## src/rtl/ntt_fsm.sv

```systemverilog
// Forward-NTT controller: loads N coefficients, sequences DEPTH-1 Cooley-Tukey layers across
// two ping-pong RAM banks, then streams the result. Produces addresses and strobes only.
module ntt_fsm #(
  parameter int DEPTH  = 8,
  parameter int BF_LAT = 4
) (
  input  logic             clk,
  input  logic             reset,
  input  logic             set,
  input  logic             start,
  input  logic             in_valid,
  output logic             in_ready,
  output logic [DEPTH-1:0] ld_addr,
  output logic             ld_we,
  output logic             bf_valid,
  output logic [DEPTH-1:0] rd_addr_a,
  output logic [DEPTH-1:0] rd_addr_b,
  output logic [DEPTH-2:0] zeta_idx,
  output logic             rd_bank,
  output logic             wr_en,
  output logic [DEPTH-1:0] wr_addr_a,
  output logic [DEPTH-1:0] wr_addr_b,
  output logic             wr_bank,
  output logic             out_valid,
  input  logic             out_ready,
  output logic [DEPTH-1:0] out_addr,
  output logic             busy,
  output logic             done
);

  localparam int N      = 1 << DEPTH;
  localparam int LAYERS = DEPTH - 1;
  localparam int LW     = $clog2(DEPTH);
  localparam logic UNLOAD_BANK = 1'(LAYERS % 2);

  typedef enum logic [4:0] {
    IDLE   = 5'b00001,
    LOAD   = 5'b00010,
    CALC   = 5'b00100,
    DRAIN  = 5'b01000,
    UNLOAD = 5'b10000
  } state_t;

  state_t          state, state_n;
  logic [DEPTH-1:0] cnt, cnt_n;
  logic [LW-1:0]    layer, layer_n;
  logic             done_q, done_n;

  logic [BF_LAT-1:0]            dly_v;
  logic [BF_LAT-1:0]            dly_k;
  logic [BF_LAT-1:0][DEPTH-1:0] dly_a;
  logic [BF_LAT-1:0][DEPTH-1:0] dly_b;

  // Butterfly span halves each layer, from N/2 in layer 0 down to 2 in the last layer.
  logic [LW-1:0]    s;
  logic [LW:0]      s1;
  logic [DEPTH-1:0] c_ext, len, blk, addr_a;

  always_comb begin
    s      = LW'(DEPTH - 1) - layer;
    s1     = {1'b0, s} + (LW+1)'(1);
    c_ext  = {1'b0, cnt[DEPTH-2:0]};
    len    = DEPTH'(1) << s;
    blk    = c_ext >> s;
    addr_a = (blk << s1) | (c_ext & (len - DEPTH'(1)));
  end

  always_ff @(posedge clk or posedge reset) begin
    if (reset) begin
      state  <= IDLE;
      cnt    <= '0;
      layer  <= '0;
      done_q <= 1'b0;
    end else if (set) begin
      state  <= state_n;
      cnt    <= cnt_n;
      layer  <= layer_n;
      done_q <= done_n;
    end
  end

  always_comb begin
    state_n = state;
    cnt_n   = cnt;
    layer_n = layer;
    done_n  = 1'b0;
    unique case (state)
      IDLE: if (start) begin
        state_n = LOAD;
        cnt_n   = '0;
      end
      LOAD: if (in_valid) begin
        cnt_n = cnt + DEPTH'(1);
        if (cnt == DEPTH'(N - 1)) begin
          state_n = CALC;
          cnt_n   = '0;
          layer_n = '0;
        end
      end
      CALC: begin
        cnt_n = cnt + DEPTH'(1);
        if (cnt == DEPTH'(N/2 - 1)) begin
          state_n = DRAIN;
          cnt_n   = '0;
        end
      end
      // DRAIN reuses cnt to wait out the butterfly latency before the next layer reads.
      DRAIN: begin
        cnt_n = cnt + DEPTH'(1);
        if (cnt == DEPTH'(BF_LAT - 1)) begin
          cnt_n = '0;
          if (layer == LW'(LAYERS - 1)) begin
            state_n = UNLOAD;
          end else begin
            layer_n = layer + LW'(1);
            state_n = CALC;
          end
        end
      end
      UNLOAD: if (out_ready) begin
        cnt_n = cnt + DEPTH'(1);
        if (cnt == DEPTH'(N - 1)) begin
          state_n = IDLE;
          cnt_n   = '0;
          done_n  = 1'b1;
        end
      end
      default: state_n = IDLE;
    endcase
  end

  assign in_ready  = (state == LOAD);
  assign ld_addr   = in_ready ? cnt : '0;
  assign ld_we     = in_valid & in_ready & set;
  assign bf_valid  = (state == CALC);
  assign rd_addr_a = bf_valid ? addr_a : '0;
  assign rd_addr_b = bf_valid ? addr_a + len : '0;
  assign zeta_idx  = bf_valid ? ((DEPTH-1)'(1) << layer) + blk[DEPTH-2:0] : '0;
  assign rd_bank   = (state == CALC || state == DRAIN) ? layer[0] :
                     (state == UNLOAD) ? UNLOAD_BANK : 1'b0;
  assign out_valid = (state == UNLOAD);
  assign out_addr  = out_valid ? cnt : '0;
  assign busy      = (state != IDLE);
  assign done      = done_q;

  // Write-back strobe is gated by set so a frozen pipeline never repeats a write.
  assign wr_en     = dly_v[BF_LAT-1] & set;
  assign wr_addr_a = dly_a[BF_LAT-1];
  assign wr_addr_b = dly_b[BF_LAT-1];
  assign wr_bank   = dly_k[BF_LAT-1];

  always_ff @(posedge clk or posedge reset) begin
    if (reset) begin
      dly_v <= '0;
      dly_k <= '0;
      dly_a <= '0;
      dly_b <= '0;
    end else if (set) begin
      dly_v[0] <= bf_valid;
      dly_k[0] <= bf_valid & ~rd_bank;
      dly_a[0] <= rd_addr_a;
      dly_b[0] <= rd_addr_b;
      for (int i = 1; i < BF_LAT; i++) begin
        dly_v[i] <= dly_v[i-1];
        dly_k[i] <= dly_k[i-1];
        dly_a[i] <= dly_a[i-1];
        dly_b[i] <= dly_b[i-1];
      end
    end
  end

endmodule

```

## config.mk

```make
export PLATFORM = sky130hd
export DESIGN_NAME = ntt_fsm
export DESIGN_NICKNAME = d
export VERILOG_FILES = /design/src/rtl/ntt_fsm.sv
export SDC_FILE = /design/constraint.sdc
export NUM_CORES = 1
export LEC_CHECK = 0
export CAP_MARGIN = 20
export CORE_AREA = 2 2 98 100
export CTS_BUF_LIST = sky130_fd_sc_hd__clkbuf_4 sky130_fd_sc_hd__clkbuf_8 sky130_fd_sc_hd__clkbuf_16
export CTS_CLUSTER_DIAMETER = 30
export DETAILED_ROUTE_END_ITERATION = 10
export DIE_AREA = 0 0 100 102
export PLACE_DENSITY = 0.85
export RECOVER_POWER = 100
export SLEW_MARGIN = 30
export SYNTH_ARGS = -nofsm -noshare
export SYNTH_HDL_FRONTEND = slang
export SYNTH_SLANG_ARGS = --single-unit
export TNS_END_PERCENT = 10
```

## constraint.sdc

```tcl
create_clock -name clk -period 15.3 [get_ports clk]
set_clock_uncertainty 0.15 [all_clocks]
set_input_delay 4.59 -clock clk [delete_from_list [all_inputs] [get_ports clk]]
set_output_delay 4.59 -clock clk [all_outputs]
set_load 0.05 [all_outputs]
```

* Word level (Yosys, flattened, before mapping)
Cells that the tools add are included.
** Cells by class
- Add/sub/neg operators :: 7
- Eq/ne operators :: 18
- Shifts and indexed selects :: 4
- Mux-type cells :: 31
- Bitwise operators :: 7
- Reductions and logical operators :: 6
** Operators by type and width (count)
- 8-bit 2-to-1 mux :: 10
- 5-bit 2-to-1 mux :: 8
- 8-bit one-hot mux with 5 select lines :: 1
- 5-bit one-hot mux with 5 select lines :: 1
- 3-bit 2-to-1 mux :: 4
- 8-bit by 1-bit adder with 8-bit output, second input constant :: 1
- 8-bit adder :: 1
- 7-bit by 8-bit AND with 8-bit output :: 1
- 8-bit by 2-bit == test with 1-bit output, second input constant :: 1
- 8-bit by 7-bit == test with 1-bit output, second input constant :: 1
- 8-bit == test, second input constant :: 1
- 2-bit by 1-bit != test with 1-bit output, second input constant :: 4
- 2-bit != test, second input constant :: 4
- 8-bit bitwise OR :: 1
- 8-bit AND reduction :: 1
- 1-bit by 3-bit << shifter with 8-bit output, first input constant :: 1
- 8-bit by 4-bit << shifter with 8-bit output :: 1
- 7-bit by 3-bit right shift with 8-bit output :: 1
- 8-bit by 1-bit subtractor with 8-bit output, second input constant :: 1
- 7-bit adder :: 1
- 7-bit 2-to-1 mux :: 1
- 1-bit by 3-bit << shifter with 7-bit output, first input constant :: 1
- 3-bit one-hot mux with 2 select lines :: 1
- 6-bit AND reduction :: 1
- 17 further kinds :: 24
** Word-level totals
- Bits in registers :: 89
- Bits of input ports :: 6
- Output and inout port bits :: 64
- Word-level logic and storage cells :: 87

* Depth between registers and ports, before layout
- Word-level depth :: 7
- Depth in mapped cells :: 18
- Mapped depth without buffers :: 15

* Worst setup path after synthesis
No wires, ideal clock.
- Path kind :: input port to output port
- Start point :: input port set
- End point :: output port ld_we
- Arrival :: 5910 ps
- Data required time :: 10560 ps
- Slack :: 4650 ps
- Stages on the path :: 4
- Path buffers :: 3
- Path through :: clkbuf_1 > clkbuf_1 > clkbuf_1 > and3_1
** Between the ends
- Cells in the longest elaborated chain, start to end :: 1
** Ends and longest elaborated chain
- start, declared :: RTL line 9 : input logic set,
- 1-bit AND :: RTL line 134 : assign ld_we = in_valid & in_ready & set;
- end, declared :: RTL line 14 : output logic ld_we,
Every way passes these cells.

* Worst setup path in the final report
- Start point :: input port set
- End point :: output port wr_en
** Between the ends
- Cells in the longest elaborated chain, start to end :: 1
** Ends and longest elaborated chain
- 1-bit AND :: RTL line 147 : assign wr_en = dly_v[BF_LAT-1] & set;
- end, declared :: RTL line 20 : output logic wr_en,
Every way passes these cells.

==> flow_summary.yaml <==
power:
  p_total_uw: 608
  sw_frac_of_total_pct: 35.2
  pwr-share-clk_pct: 30.2
  p_int_uw: 394
  comb_power_share_pct: 27.3
  p_seq_share_pct: 42.5
  pwr_density_cell_mw_per_mm2: 97.7
  vdd_drop_max_v: 0.0000908
  leakage_nw: 3.17
  power.switching_uw: 214
floorplanning:
  num_rows: 35
  coreArea_mm2: 0.00911
  die_x_um: 100
  dieArea_mm2: 0.0102
  initial_utilization_pct: 59.1
  die_h_um: 102
  io_pins: 70
sta:
  relSlewSlack_pct: -201
  fin_crit_sh_pct: 74.0
  slew_viol_final: 90
  period_needed_ns: 11.32
  hold_viol: 0
  setup_violations: 0
  rsz0062_at_grt: "no"
  fin_setup_tns_ns: 0
  tightestPinTransition_ns: 4.51
  max_freq_ghz: 0.0883
clock_tree:
  clockRootBuffer: "clkbuf_8"
  ctsResizeCount: 0
  cts_hold_buf: 0
  clkLatencyLatePin_ns: 0.35
  cts_tree: "done"
  clk_pin_slew_ns: 0.09
  clock-sinks: 89
  cts_setup_buffers: 0
  clockBufferDepth: 2
  cts_buffers: 9
  cts_max_level: 3
drt:
  vias: 4165
  drtIter0Drc: 288
  viasPerCell: 5.97
  drc: 0
  wl_per_cell_um: 17.7
  firstDrtPassIters: 5
  drtAntennaViolNets: 0
  wirelength_um: 12300
place:
  io_buffers: 69
  dpl.hpwl_um: 8850
  dpl_cell_area_mm2: 0.00600
  gp_congestion: 0.977
  place_inst: 682
logic_synthesis:
  yosys-top-cells-area: "dfrtp_1 41%, mux2_2 14%, ha_1 4.9%"
  syn-cell-area_mm2: 0.00538
  yosysSeqAreaShare_pct: 41.4
  ys_ff_latch: 89
  yosysTopAreaCellShare_pct: 40.9
  synth_common_cells: "88 x dfrtp_1, 65 x mux2_2, 44 x nor2_1"
  synthMostInstantiatedCell: "dfrtp_1"
  synth_cell_types: 64
  synthArstFlopShare_pct: 100
  syn_avg_cell_area_um2: 9.91
  synth_nets: 571
  ys.flop_type: "dfrtp_1"
  synth_top_area_cell: "dfrtp_1"
  synth_cells: 543
  ys_warn_count: 0
  synth_edf_count: 0
finish:
  diodes: 0
  multiInputGateArea_mm2: 0.00281
  finalInstanceArea_mm2: 0.00622
  utilization_pct: 68.3
  areaGrowthSynthToFinish_pct: 15.6
  regArea_mm2: 0.00223
  fill_cells: 728
  nNetsFinal: 610
  instances_no_fill: 698
  drive_gt1_share_pct: 15.7
outcome:
  violations: "max-capacitance violations, max-slew violations"
  status: "finished, violations left"
worst_hold_path:
  hp-class: "register to register"
  whs_path_depth: 1
setup_path:
  critPathMaxFanout: 74
  cp.arrival_ns: 6.58
  r2r_cells: 14
  crit_required_ns: 10.56
  critPathLaunchType: "input pin"
  end_kind: "primary output"
  critPathKind: "input pin to primary output"
grt:
  grt_pass1_vias: 4093
  grt_max_degree: 90
  antenna_found_initial: 0
  grt_pass1_wl_um: 20400
  overflow: 0
  grtUsageTotal_pct: 25.3
run:
  cap_violations: 1
cells by family after synthesis:
logic type	share of synthesized area, %
AND/OR/NAND/NOR	15.4
XOR/XNOR	3.09
multiplexers	16.1
adder cells (fa/ha/maj)	5.25
flip-flops	41.4
AO/OA/AOI/OAI	12.3
buffers and inverters	6.42
power by group through the flow:
stage	Sequential [mW]	Clock, mW	Combinational (mW)
final	0.258	0.184	0.166
after global routing	0.260	0.197	0.182
after CTS	0.258	0.187	0.166
after detailed placement	0.263	0	0.165
after global placement	0.262	0	0.162
after floorplan	0.254	0	0.131
per-stage QoR:
step | hold WS [ns] | worst slack, ns
after floorplan | 0.323 | 4.65
after global placement | 0.332 | 4.16
after detailed placement | 0.339 | 4.13
after CTS | 0.360 | 4.13
after global routing | 0.374 | 3.86
final | 0.354 | 3.98
sequential cells by signal, indices dropped and copies added (netlist names):
signal and cells:
dly_b 24, wr_addr_b 8, dly_k 4, dly_a 24
wr_addr_a 8, layer 3, dly_v 4, done 1
cnt 8, state 5
placed cells by master (no fill, tap or decap), types with 16 or more instances in the layout:
| cell | netlist | final |
|---|---|---|
| mux2_2 | 65 | 65 |
| and2_1 | 16 | 16 |
| nor2_1 | 44 | 44 |
| ha_1 | 21 | 21 |
| o21ai_0 | 32 | 32 |
| nand2_1 | 35 | 35 |
| dfrtp_1 | 88 | 88 |
| inv_1 | 28 | 27 |
| dlygate4sd3_1 | 0 | 66 |
routing by layer:
| metal | vias to the layer above | global-route usage (%) | wire, µm |
|---|---|---|---|
| met4 | 0 | 8.43 | 185 |
| met2 | 152 | 43.2 | 6110 |
| met5 | - | 0 | 0 |
| met3 | 13 | 3.69 | 639 |
| met1 | 2024 | 33.5 | 5410 |
| li1 | 1976 | - | - |
area by class of cell:
class                           count  share of cell area (%)
Clock buffer                       10                    2.11
Clock inverter                      6                    1.65
Inverter                           29                    1.77
Multi-Input combinational cell    381                    45.1
Sequential cell                    89                    35.8
Tap cell                          111                    2.23
Timing Repair Buffer               72                    11.3
critical path, cell delays in order:
cell	delay, ns
clkbuf_1	0.16
buf_4	0.69
and2_1	0.22
dlygate4sd3_1	0.87
path summary, 6_finish.rpt:
path | to | start | slack (ns)
min in group asynchronous | wr_addr_b[6] | reset | 6.32
hold / removal | dly_b[18] | dly_b[10] | 0.35
max in group asynchronous | dly_k[3] | reset | 6.15
hold reg to reg | dly_b[18] | dly_b[10] | 0.35
setup / recovery | wr_en | set | 3.98
setup reg to reg | dly_b[7] | layer[2] | 10.76
(Power assumes the default switching activity.)
